`config.mk`:
```
export PLATFORM = sky130hd
export DESIGN_NAME = store_buffer_unit
export DESIGN_NICKNAME = d
export VERILOG_FILES = /design/src/rtl/store_buffer_unit.sv
export SDC_FILE = /design/constraint.sdc
export NUM_CORES = 1
export LEC_CHECK = 0
export CAP_MARGIN = 20
export CORE_ASPECT_RATIO = 1.75
export CORE_MARGIN = 2
export CORE_UTILIZATION = 50
export CTS_CLUSTER_SIZE = 28
export DETAILED_ROUTE_END_ITERATION = 8
export PLACE_DENSITY_LB_ADDON = 0.2
export SLEW_MARGIN = 20
export SYNTH_ARGS = -nofsm -noshare
export SYNTH_HDL_FRONTEND = slang
export SYNTH_SLANG_ARGS = --single-unit
export TNS_END_PERCENT = 10
```
`constraint.sdc`:
```
create_clock -name Clk -period 3.9 [get_ports Clk]
set_input_delay 0.78 -clock Clk [delete_from_list [all_inputs] [get_ports Clk]]
set_output_delay 0.78 -clock Clk [all_outputs]
set_load 0.005 [all_outputs]
```
`src/rtl/store_buffer_unit.sv`:
```
// store_buffer_unit: formats MEM-stage stores (sb/sh/sw, sd when DATA_W=64)
// into lane-aligned data with byte enables, drops misaligned stores, and
// queues formatted stores in a DEPTH-entry FIFO drained over valid/ready.
// Optional macro STORE_FWD_EN builds the load/store word-overlap detector
// driving ld_hazard; without it ld_hazard is tied low.
module store_buffer_unit #(
  parameter int DATA_W = 32,
  parameter int ADDR_W = 32,
  parameter int DEPTH  = 4
) (
  input  logic                      Clk,
  input  logic                      Rst_n,
  input  logic                      st_valid,
  output logic                      st_ready,
  input  logic [ADDR_W-1:0]         st_addr,
  input  logic [DATA_W-1:0]         st_data,
  input  logic [1:0]                st_sel,
  output logic                      misalign,
  output logic                      mem_valid,
  input  logic                      mem_ready,
  output logic [ADDR_W-1:0]         mem_addr,
  output logic [DATA_W-1:0]         mem_wdata,
  output logic [DATA_W/8-1:0]       mem_be,
  output logic [$clog2(DEPTH):0]    count,
  input  logic [ADDR_W-1:0]         ld_addr,
  output logic                      ld_hazard
);

  localparam int NB    = DATA_W / 8;
  localparam int OFF_W = $clog2(NB);
  localparam int PTR_W = $clog2(DEPTH);
  localparam int CNT_W = PTR_W + 1;
  localparam logic [CNT_W-1:0] FULL_CNT = CNT_W'(DEPTH);

  logic [ADDR_W-1:0] addr_mem [DEPTH];
  logic [DATA_W-1:0] data_mem [DEPTH];
  logic [NB-1:0]     be_mem   [DEPTH];

  logic [PTR_W-1:0]  wr_ptr_q, wr_ptr_d, rd_ptr_q, rd_ptr_d;
  logic [CNT_W-1:0]  count_q, count_d;
  logic              misalign_q, misalign_d;
  logic [ADDR_W-1:0] last_addr_q;
  logic [DATA_W-1:0] last_data_q;
  logic [NB-1:0]     last_be_q;

  logic [OFF_W-1:0]  off;
  logic [DATA_W-1:0] fmt_data;
  logic [NB-1:0]     fmt_be;
  logic              aligned;
  logic              offer, enq, deq;

  assign off       = st_addr[OFF_W-1:0];
  assign st_ready  = (count_q != FULL_CNT);
  assign mem_valid = (count_q != '0);
  assign offer     = st_valid & st_ready;
  assign enq       = offer & aligned;
  assign deq       = mem_valid & mem_ready;
  assign count     = count_q;
  assign misalign  = misalign_q;

  // Lane formatting: replicate the source datum across lanes, enables select the target bytes
  always_comb begin
    fmt_data = {(NB/4){st_data[31:0]}};
    fmt_be   = NB'(4'hF) << off;
    aligned  = (off[1:0] == 2'b00);
    case (st_sel)
      2'b10: begin
        fmt_data = {NB{st_data[7:0]}};
        fmt_be   = NB'(1) << off;
        aligned  = 1'b1;
      end
      2'b01: begin
        fmt_data = {(NB/2){st_data[15:0]}};
        fmt_be   = NB'(3) << off;
        aligned  = ~off[0];
      end
      2'b11: begin
        if (DATA_W == 64) begin
          fmt_data = st_data;
          fmt_be   = '1;
          aligned  = (off == '0);
        end
      end
      default: ;
    endcase
  end

  // Next-state for pointers, occupancy and the misalign pulse
  always_comb begin
    wr_ptr_d   = wr_ptr_q;
    rd_ptr_d   = rd_ptr_q;
    count_d    = count_q;
    misalign_d = offer & ~aligned;
    if (enq) wr_ptr_d = wr_ptr_q + PTR_W'(1);
    if (deq) rd_ptr_d = rd_ptr_q + PTR_W'(1);
    case ({enq, deq})
      2'b10:   count_d = count_q + CNT_W'(1);
      2'b01:   count_d = count_q - CNT_W'(1);
      default: ;
    endcase
  end

  // Control state; async reset discards all pending stores
  always_ff @(posedge Clk or negedge Rst_n) begin
    if (!Rst_n) begin
      wr_ptr_q   <= '0;
      rd_ptr_q   <= '0;
      count_q    <= '0;
      misalign_q <= 1'b0;
    end else begin
      wr_ptr_q   <= wr_ptr_d;
      rd_ptr_q   <= rd_ptr_d;
      count_q    <= count_d;
      misalign_q <= misalign_d;
    end
  end

  // FIFO storage; contents are only meaningful under count, so no reset needed
  always_ff @(posedge Clk) begin
    if (enq) begin
      addr_mem[wr_ptr_q] <= {st_addr[ADDR_W-1:OFF_W], {OFF_W{1'b0}}};
      data_mem[wr_ptr_q] <= fmt_data;
      be_mem[wr_ptr_q]   <= fmt_be;
    end
  end

  // Remember the most recently dequeued head so mem_* hold while empty
  always_ff @(posedge Clk or negedge Rst_n) begin
    if (!Rst_n) begin
      last_addr_q <= '0;
      last_data_q <= '0;
      last_be_q   <= '0;
    end else if (deq) begin
      last_addr_q <= addr_mem[rd_ptr_q];
      last_data_q <= data_mem[rd_ptr_q];
      last_be_q   <= be_mem[rd_ptr_q];
    end
  end

  // Head presentation: live FIFO head when valid, otherwise the last value written
  always_comb begin
    mem_addr  = last_addr_q;
    mem_wdata = last_data_q;
    mem_be    = last_be_q;
    if (mem_valid) begin
      mem_addr  = addr_mem[rd_ptr_q];
      mem_wdata = data_mem[rd_ptr_q];
      mem_be    = be_mem[rd_ptr_q];
    end
  end

`ifdef STORE_FWD_EN
  logic [PTR_W-1:0] rel;

  // Word-address overlap of the load against every occupied entry
  always_comb begin
    ld_hazard = 1'b0;
    rel       = '0;
    for (int i = 0; i < DEPTH; i++) begin
      rel = PTR_W'(i) - rd_ptr_q;
      if (({1'b0, rel} < count_q) &&
          (addr_mem[i][ADDR_W-1:OFF_W] == ld_addr[ADDR_W-1:OFF_W]))
        ld_hazard = 1'b1;
    end
  end
`else
  logic unused_ld_addr;
  assign unused_ld_addr = ^ld_addr;
  assign ld_hazard      = 1'b0;
`endif

endmodule

```
==> flow_summary.json, run 1 <==
{
  "outcome": "complete, no violations",
  "fin_cells": 1237,
  "max_slew_margin_pct": 35.39,
  "drive_gt1_share_pct": 33.41,
  "fin_nets": 954,
  "cts-hold-fix-buffers": 0,
  "vias": 6937,
  "rows": 80,
  "clock_latency_ns": 0.56,
  "fin_crit_sh_pct": 95.05,
  "async_reset_ff_share_pct": 21.89,
  "drt_drc_violations_left": 0,
  "portBuffers": 141,
  "synthDistinctLibCells": 31,
  "die-area_mm2": 0.02876,
  "rsz0062_at_grt": "no",
  "antenna_found_initial": 0,
  "synth_top_family_by_area": "multiplexers",
  "track_usage_pct": 20.56,
  "synth-simple-area-share_pct": 1.363,
  "synthMuxAreaShare_pct": 21.88,
  "clockRootBuffer": "clkbuf_16",
  "slew_viol_final": 0,
  "clock_path_buffers": 3,
  "yosysSeqAreaShare_pct": 71.48,
  "max_cap_violations": 0,
  "reg2reg_depth": 8,
  "ys.flop_type": "edfxtp_1",
  "path_class": "reg2out",
  "vdd.ir_drop.worst_v": 0.0005966,
  "grt_max_degree": 69,
  "synth.largest_area_cell": "edfxtp_1",
  "synthTopCellsByArea": "edfxtp_1 58%, dfrtp_1 14%, mux2_2 11%",
  "place.gp.congestion": 0.8103,
  "numCtsBuffers": 30,
  "wl_per_cell_um": 23.09,
  "worstPathArrival_ns": 2.93,
  "clock_sinks": 338,
  "final-hold-violation-count": 0,
  "cp.required_ns": 3.12,
  "min_period_ns": 3.707,
  "end_kind": "output pin",
  "yosysMostFrequentCell": "edfxtp_1",
  "diodes": 0,
  "synth_compound_area_share_pct": 1.911,
  "synthesis.instances": 689,
  "die_w_um": 129.0,
  "crit_start": "rd_ptr_q[0]",
  "tightest_slew_ns": 0.9692,
  "power_density_mw_per_mm2": 747.6,
  "boundaryPins": 177,
  "synth_edf_count": 264,
  "synthXorXnorAreaFrac_pct": 0.3841,
  "dp_hpwl_um": 17710,
  "grt_pass1_wl_um": 44170,
  "cts_tree": "built",
  "ant_nets": 0,
  "wl_um": 28560,
  "register_area_mm2": 0.009787,
  "finalSetupViolations": 0,
  "clk_pin_slew_ns": 0.07,
  "place_inst": 1180,
  "ys_warn_count": 0,
  "die_y_um": 222.8,
  "worst-path-max-fanout": 17,
  "start_util_pct": 50.44,
  "core_area_mm2": 0.02713,
  "fillCellCount": 1965,
  "crit_path_start_kind": "flip-flop",
  "final.setup_skew_ns": 0.01398,
  "synth.avg_cell_area_um2": 19.86,
  "drt-initial-drc-count": 403,
  "netlist_area_mm2": 0.01368,
  "grt_pass1_vias": 7830,
  "htreeDepth": 1,
  "first_pass_iters": 5,
  "synth_common_cells": "264 x edfxtp_1, 133 x mux2_2, 74 x dfrtp_1, 66 x mux4_2, 25 x nand2_1",
  "synth-adder-area-share_pct": 0.7865,
  "multi_input_area_mm2": 0.003650,
  "r2r_start": "count[1]",
  "syn2layout_area_growth_pct": 22.06,
  "yosys.area.top_type_share_pct": 57.94,
  "ys_ff_latch": 338,
  "vias_per_cell": 5.608,
  "finish.utilization_pct": 61.56,
  "total_leakage_power_uw": 0.005762,
  "overflow": 0,
  "fmax_ghz": 0.2698,
  "hold_path.class": "in2async"
}
stage by stage:
step                      area (um2)  hold WS [ns]  setup slack (ns)  power, uW  TNS, ns
after floorplan                13690        0.4767            -1.053       7521  -278.07
after global placement         15610        0.4856            0.4065       9317        0
after detailed placement       15610        0.4918            0.3499       9479        0
after CTS                      16700        0.3864           0.09314      12670        0
after global routing           16700        0.4153           0.03806      13130        0
final                          16700        0.3604            0.1929      12480        0
cell type report:
class / count / area share (%)
repair buffers: 164 / 10.14
clock buffers: 36 / 4.937
well taps: 369 / 2.765
flip-flops and latches: 338 / 58.60
multi-input cells: 299 / 21.86
clock inverters: 20 / 1.446
inverters: 11 / 0.2472
registers in the layout, indices dropped and copies added (netlist names):
register     count
misalign         1
be_mem          16
data_mem       128
last_addr_q     30
count            3
rd_ptr_q         2
last_data_q     32
last_be_q        4
wr_ptr_q         2
addr_mem       120
report_power, final:
group | internal (uW) | switching [uW] | total [uW]
logic | 2660 | 1670 | 4340
clock network | 1790 | 1330 | 3130
registers | 4610 | 410 | 5020
metal layers:
metal | wire, um | global-route usage [%] | vias up
met4 | 455 | 5.330 | 0
met5 | 0 | 0 | -
met1 | 10350 | 23.46 | 3664
met2 | 16260 | 39.19 | 204
met3 | 1491 | 3.395 | 33
li1 | - | - | 3036
critical path, cell delays in order, from the launching register on:
cell	delay, ns
dfrtp_4	0.70
buf_4	0.35
mux4_2	0.56
mux2_2	0.30
clkdlybuf4s50_1	0.45
what timing repair did:
item	4_1_cts	5_1_grt
setup buffers	1	0
hold endpoints to repair	0	0
setup endpoints to repair	29	0
gates resized for setup	0	0
cells in the final DEF, fill, tap and decap left out, drive strengths merged:
cell / Yosys / layout
clkbuf: 12 / 36
nor2b: 3 / 3
inv: 11 / 13
nand2: 25 / 25
or3: 1 / 1
mux2: 133 / 133
clkdlybuf4s50: 0 / 140
ha: 7 / 7
a21oi: 2 / 2
a22oi: 8 / 8
edfxtp: 264 / 264
bufinv: 0 / 4
xnor2: 3 / 3
clkinv: 0 / 9
a22o: 8 / 8
conb: 1 / 3
o2111ai: 1 / 1
clkinvlp: 0 / 5
o21ai: 18 / 18
nor2: 9 / 9
mux4: 66 / 66
a211oi: 1 / 1
mux2i: 1 / 1
buf: 31 / 24
fa: 1 / 1
or2: 3 / 3
dfrtp: 74 / 74
o31a: 1 / 1
and3: 1 / 1
or3b: 1 / 1
xor2: 3 / 3
path summary, 6_finish.rpt:
kind,end,slack [ns]
min reg2reg,last_data_q[26],0.51
max in group asynchronous,last_addr_q[8],2.71
max,mem_addr[12],0.19
min in group Clk,last_data_q[26],0.51
max reg2reg,count[2],1.61
min,last_data_q[9],0.36
cells by family after synthesis:
kind of cell,count (synthesis)
flip-flops,338
multiplexers,200
buffers and inverters,54
AND/OR/NAND/NOR,43
AO/OA/AOI/OAI,39
adder cells (fa/ha/maj),8
XOR/XNOR,6
other,1
No activity file was read; power rests on OpenSTA's default activity.
==> inputs of run 2 (changes only) <==
CORE_UTILIZATION = 48   (was 50)
DONT_BUFFER_PORTS = 1   (was not set)
SKIP_CTS_REPAIR_TIMING = 1   (was not set)
==> flow_summary.json, run 2 (synthesis gave the netlist of run 1 again) <==
{
  "outcome": "complete, no violations",
  "clk_pin_slew_ns": 0.07,
  "vias": 6314,
  "place.gp.congestion": 0.7852,
  "top_regs": "data_mem (128), addr_mem (120), last_data_q (32)",
  "tightest_slew_ns": 1.050,
  "r2r_start": "count[0]",
  "place_ws_ns": 0.9149,
  "crit_path_start_kind": "flip-flop",
  "fin_nets": 806,
  "clockPowerShare_pct": 26.4,
  "path_class": "reg2out",
  "core_area_mm2": 0.02797,
  "portBuffers": 0,
  "drt_drc_violations_left": 0,
  "diodes": 0,
  "clock_path_buffers": 3,
  "p_int_uw": 7946,
  "finalSetupViolations": 0,
  "power_density_mw_per_mm2": 734.0,
  "rsz0062_at_grt": "no",
  "clock_latency_ns": 0.57,
  "clock_sinks": 338,
  "die_w_um": 131.6,
  "vias_per_cell": 5.777,
  "min_period_ns": 3.348,
  "final-hold-violation-count": 0,
  "max_slew_margin_pct": 30.01,
  "worstPathArrival_ns": 2.57,
  "drive_gt1_share_pct": 38.19,
  "grt_pass1_vias": 7079,
  "overflow": 0,
  "htreeDepth": 1,
  "antenna_found_initial": 0,
  "fillCellCount": 2203,
  "worst-path-max-fanout": 27,
  "reg2reg_depth": 8,
  "fin_crit_sh_pct": 85.83,
  "die-area_mm2": 0.02992,
  "boundaryPins": 177,
  "grt_pass1_wl_um": 41840,
  "clockRootBuffer": "clkbuf_16",
  "cts_tree": "built",
  "pwr-share-seq_pct": 45.2,
  "power.total_uw": 11090,
  "slowest_delay_ns": 0.77,
  "max_cap_violations": 0,
  "dp_hpwl_um": 17080,
  "total_leakage_power_uw": 0.005142,
  "start_util_pct": 48.91,
  "wl_um": 27400,
  "fin_ws_ns": 0.5524,
  "rows": 81,
  "path_cells": "buf_12, mux4_2, mux2_2",
  "first_pass_iters": 5,
  "slew_viol_final": 0,
  "p_sw_uw": 3148,
  "track_usage_pct": 18.64,
  "register_area_mm2": 0.009787,
  "fmax_ghz": 0.2987,
  "numCtsBuffers": 30,
  "hold_path.class": "in2async",
  "drt-initial-drc-count": 354,
  "syn2layout_area_growth_pct": 10.47,
  "r2r_end": "count[2]",
  "crit_slowest_cell": "dfrtp_4",
  "end_kind": "output pin",
  "wl_per_cell_um": 25.07,
  "final.setup_skew_ns": 0.009474,
  "vdd.ir_drop.worst_v": 0.0005395,
  "largest_register_ff_count": 128,
  "layout_commonest_cell": "edfxtp_1",
  "grt_max_degree": 75,
  "multi_input_area_mm2": 0.003650,
  "layout_common_cells": "264 x edfxtp_1, 133 x mux2_2, 72 x dfrtp_1",
  "die_y_um": 227.3,
  "reg2reg_slack_ns": 1.56,
  "cp.required_ns": 3.12,
  "comb_power_share_pct": 28.4,
  "largest-register": "data_mem",
  "p_sw_share_pct": 28.38,
  "ant_nets": 0
}
-- run 2: cell types whose count changed in the layout (fill, tap and decap cells not counted), sizes merged, moves of 2 or more --
cell	change
buf	-8
clkbuf	+2
clkdlybuf4s50	-140
clkinv	+5
clkinvlp	-4
inv	-2
-- run 2: power groups by stage --
stage | sequential, uW | clock, uW | combinational, uW
after CTS | 5040 | 3000 | 3230
final | 5020 | 2920 | 3150
after global placement | 5050 | 0 | 3130
after floorplan | 4880 | 0 | 2640
after detailed placement | 5120 | 0 | 3220
after global routing | 5110 | 3140 | 3420
-- run 2: worst max path at each step --
| stage | start | end | slack [ns] |
|---|---|---|---|
| after floorplan | st_sel[0] | addr_mem[0][0] | -1.05 |
| after global placement | st_sel[0] | count[2] | 0.94 |
| after detailed placement | st_sel[0] | addr_mem[3][1] | 0.91 |
| after CTS | rd_ptr_q[0] | mem_wdata[8] | 0.45 |
| after global routing | rd_ptr_q[0] | mem_wdata[15] | 0.41 |
| final | rd_ptr_q[0] | mem_wdata[8] | 0.55 |
-- run 2: worst max-delay path: cells and delay by family, from the launching register on --
kind	cells	cell delay, ns
buf+inv	1	0.31
flops	1	0.77
mux	2	0.89
-- run 2: per-stage QoR --
step                TNS [ns]  cells  cell area [um2]  utilization, %  hold WS (ns)
finish                     0   1093            15110           54.03        0.1122
global placement           0   1036            14110           50.43        0.4858
CTS                        0   1092            15090           53.94       -0.1193
global route               0   1093            15110           54.03        0.1190
detailed placement         0   1036            14110           50.43        0.4872
floorplan            -278.07    691            13690               -        0.4767
-- run 2: final cells by class --
| class | count | share of cell area, % |
|---|---|---|
| inverter | 11 | 0.2732 |
| multi-input combinational | 299 | 24.15 |
| clock buffer | 38 | 5.298 |
| timing repair buffer | 16 | 1.258 |
| sequential | 338 | 64.75 |
| clock inverter | 18 | 1.184 |
| tap | 373 | 3.088 |
-- run 2: layer usage --
metal	global-route usage (%)	share of wire, %	up-vias
li1	-	-	2732
met1	20.14	35	3366
met2	36.01	57	174
met3	4.364	6.2	42
met4	5.680	2.3	0
met5	0	0	-
==> inputs of run 3 (changes only) <==
CORE_UTILIZATION = 25   (was 48)
==> flow_summary.json, run 3 (synthesis gave the netlist of run 1 again) <==
{
  "outcome": "complete, no violations",
  "power_density_mw_per_mm2": 747.1,
  "vdd.ir_drop.worst_v": 0.0003673,
  "vias": 6359,
  "path_class": "reg2out",
  "crit_family": "multiplexers",
  "largest-register": "data_mem",
  "p_sw_uw": 3410,
  "die-area_mm2": 0.05669,
  "clk_pin_slew_ns": 0.06,
  "fin_crit_sh_pct": 87.34,
  "p_sw_share_pct": 28.81,
  "boundaryPins": 177,
  "path_cells": "buf_4, mux4_2, mux2_2",
  "place.gp.congestion": 0.6528,
  "overflow": 0,
  "clockPowerShare_pct": 30.0,
  "min_period_ns": 3.406,
  "track_usage_pct": 11.89,
  "final_cell_area_mm2": 0.01585,
  "layout_commonest_cell": "edfxtp_1",
  "final-hold-violation-count": 0,
  "largest_register_ff_count": 128,
  "vias_per_cell": 4.450,
  "clock_latency_ns": 0.54,
  "diodes": 0,
  "post_dp_cell_area_mm2": 0.01461,
  "crit_slowest_cell": "dfrtp_4",
  "fin_ws_ns": 0.4939,
  "drive_gt1_share_pct": 39.38,
  "clock_sinks": 338,
  "numCtsBuffers": 36,
  "comb_power_share_pct": 27.8,
  "drt_drc_violations_left": 0,
  "syn2layout_area_growth_pct": 15.81,
  "worst-path-max-fanout": 24,
  "fin_cells": 1429,
  "cts_tree": "built",
  "register_area_mm2": 0.009787,
  "place_inst": 1362,
  "tightest_slew_ns": 0.5783,
  "grt_pass1_wl_um": 49230,
  "fin_nets": 821,
  "slew_viol_final": 0,
  "cp_num_buf_inv": 1,
  "start_util_pct": 25.27,
  "wl_per_cell_um": 23.35,
  "ant_nets": 0,
  "grt_pass1_vias": 6974,
  "max_cap_violations": 0,
  "die_y_um": 313.5,
  "rsz0062_at_grt": "no",
  "final.setup_skew_ns": 0.01361,
  "top_regs": "data_mem (128), addr_mem (120), last_data_q (32)",
  "slowest_delay_ns": 0.78,
  "dp_hpwl_um": 20300,
  "die_w_um": 180.8,
  "fillCellCount": 5354,
  "place_ws_ns": 0.8493,
  "grt_max_degree": 75,
  "reg2reg_slack_ns": 1.44,
  "finalSetupViolations": 0,
  "multi_input_area_mm2": 0.003650,
  "core_area_mm2": 0.05415,
  "fin_tns_setup_ns": 0,
  "layout_common_cells": "264 x edfxtp_1, 133 x mux2_2, 72 x dfrtp_1",
  "p_int_uw": 8427,
  "crit_path_start_kind": "flip-flop",
  "drt-initial-drc-count": 344,
  "wl_um": 33370,
  "rows": 113,
  "pwr-share-seq_pct": 42.3,
  "clock_path_buffers": 3,
  "end_kind": "output pin",
  "hold_path.class": "in2async",
  "total_leakage_power_uw": 0.005300,
  "htreeDepth": 2,
  "worstPathArrival_ns": 2.63,
  "cp.required_ns": 3.12,
  "portBuffers": 0,
  "antenna_found_initial": 0,
  "first_pass_iters": 4,
  "fmax_ghz": 0.2936,
  "max_slew_margin_pct": 61.04,
  "clockRootBuffer": "clkbuf_16"
}
run 3: cell types whose count changed in the layout (fill, tap and decap cells not counted):
cell | previous run | this run
inv_6 | 0 | 4
clkinv_8 | 1 | 0
buf_12 | 4 | 7
clkinv_1 | 3 | 1
buf_4 | 11 | 17
clkbuf_8 | 2 | 4
clkbuf_16 | 30 | 37
clkinv_4 | 1 | 0
clkbuf_1 | 6 | 11
clkinv_2 | 9 | 4
bufinv_16 | 3 | 4
run 3: path summary, 6_finish.rpt:
kind,depth (start not counted),to,startpoint
worst max-delay path,3,mem_wdata[23],rd_ptr_q[0]
worst min-delay path,1,last_addr_q[19],Rst_n
worst max register to register,5,addr_mem[1][21],count[2]
worst min register to register,1,last_data_q[22],last_data_q[22]
max in group asynchronous,1,rd_ptr_q[0],Rst_n
min in group Clk,0,data_mem[0][0],st_data[0]
run 3: per-stage QoR:
stage          util, %  hold slack, ns  total power (uW)
2_1_floorplan        -          0.4767              7521
3_3_place_gp     26.98          0.4851              8482
3_5_place_dp     26.98          0.4867              8529
4_1_cts          29.21        -0.09337             12170
5_1_grt          29.26          0.1695             12530
6_report         29.26          0.1469             11840
run 3: worst register-to-register path: cells and delay by family, from the launching register on:
kind                   cells  cell delay [ns]
AND/OR/NAND/NOR            2             0.79
AO/OA/AOI/OAI              1             0.15
flip-flops                 1             0.48
buffers and inverters      2             0.66
run 3: power by group through the flow:
stage	registers, uW	clock network (uW)	logic [uW]
after floorplan	4880	0	2640
after global placement	5080	0	3400
after detailed placement	5110	0	3420
after CTS	5030	3700	3430
after global routing	5110	3810	3620
final	5000	3550	3290
run 3: layer usage:
layer,global-route usage (%),share of wire (%)
met4,4.197,2.7
met5,0,0
met2,21.43,53
met3,3.047,5.7
met1,13.55,39
run 3: cell type report:
class / instances / share of cell area [%]
sequential: 338 / 61.77
multi-input combinational: 299 / 23.03
clock buffer: 52 / 6.451
tap: 690 / 5.449
timing repair buffer: 25 / 1.864
clock inverter: 14 / 1.177
inverter: 11 / 0.2606
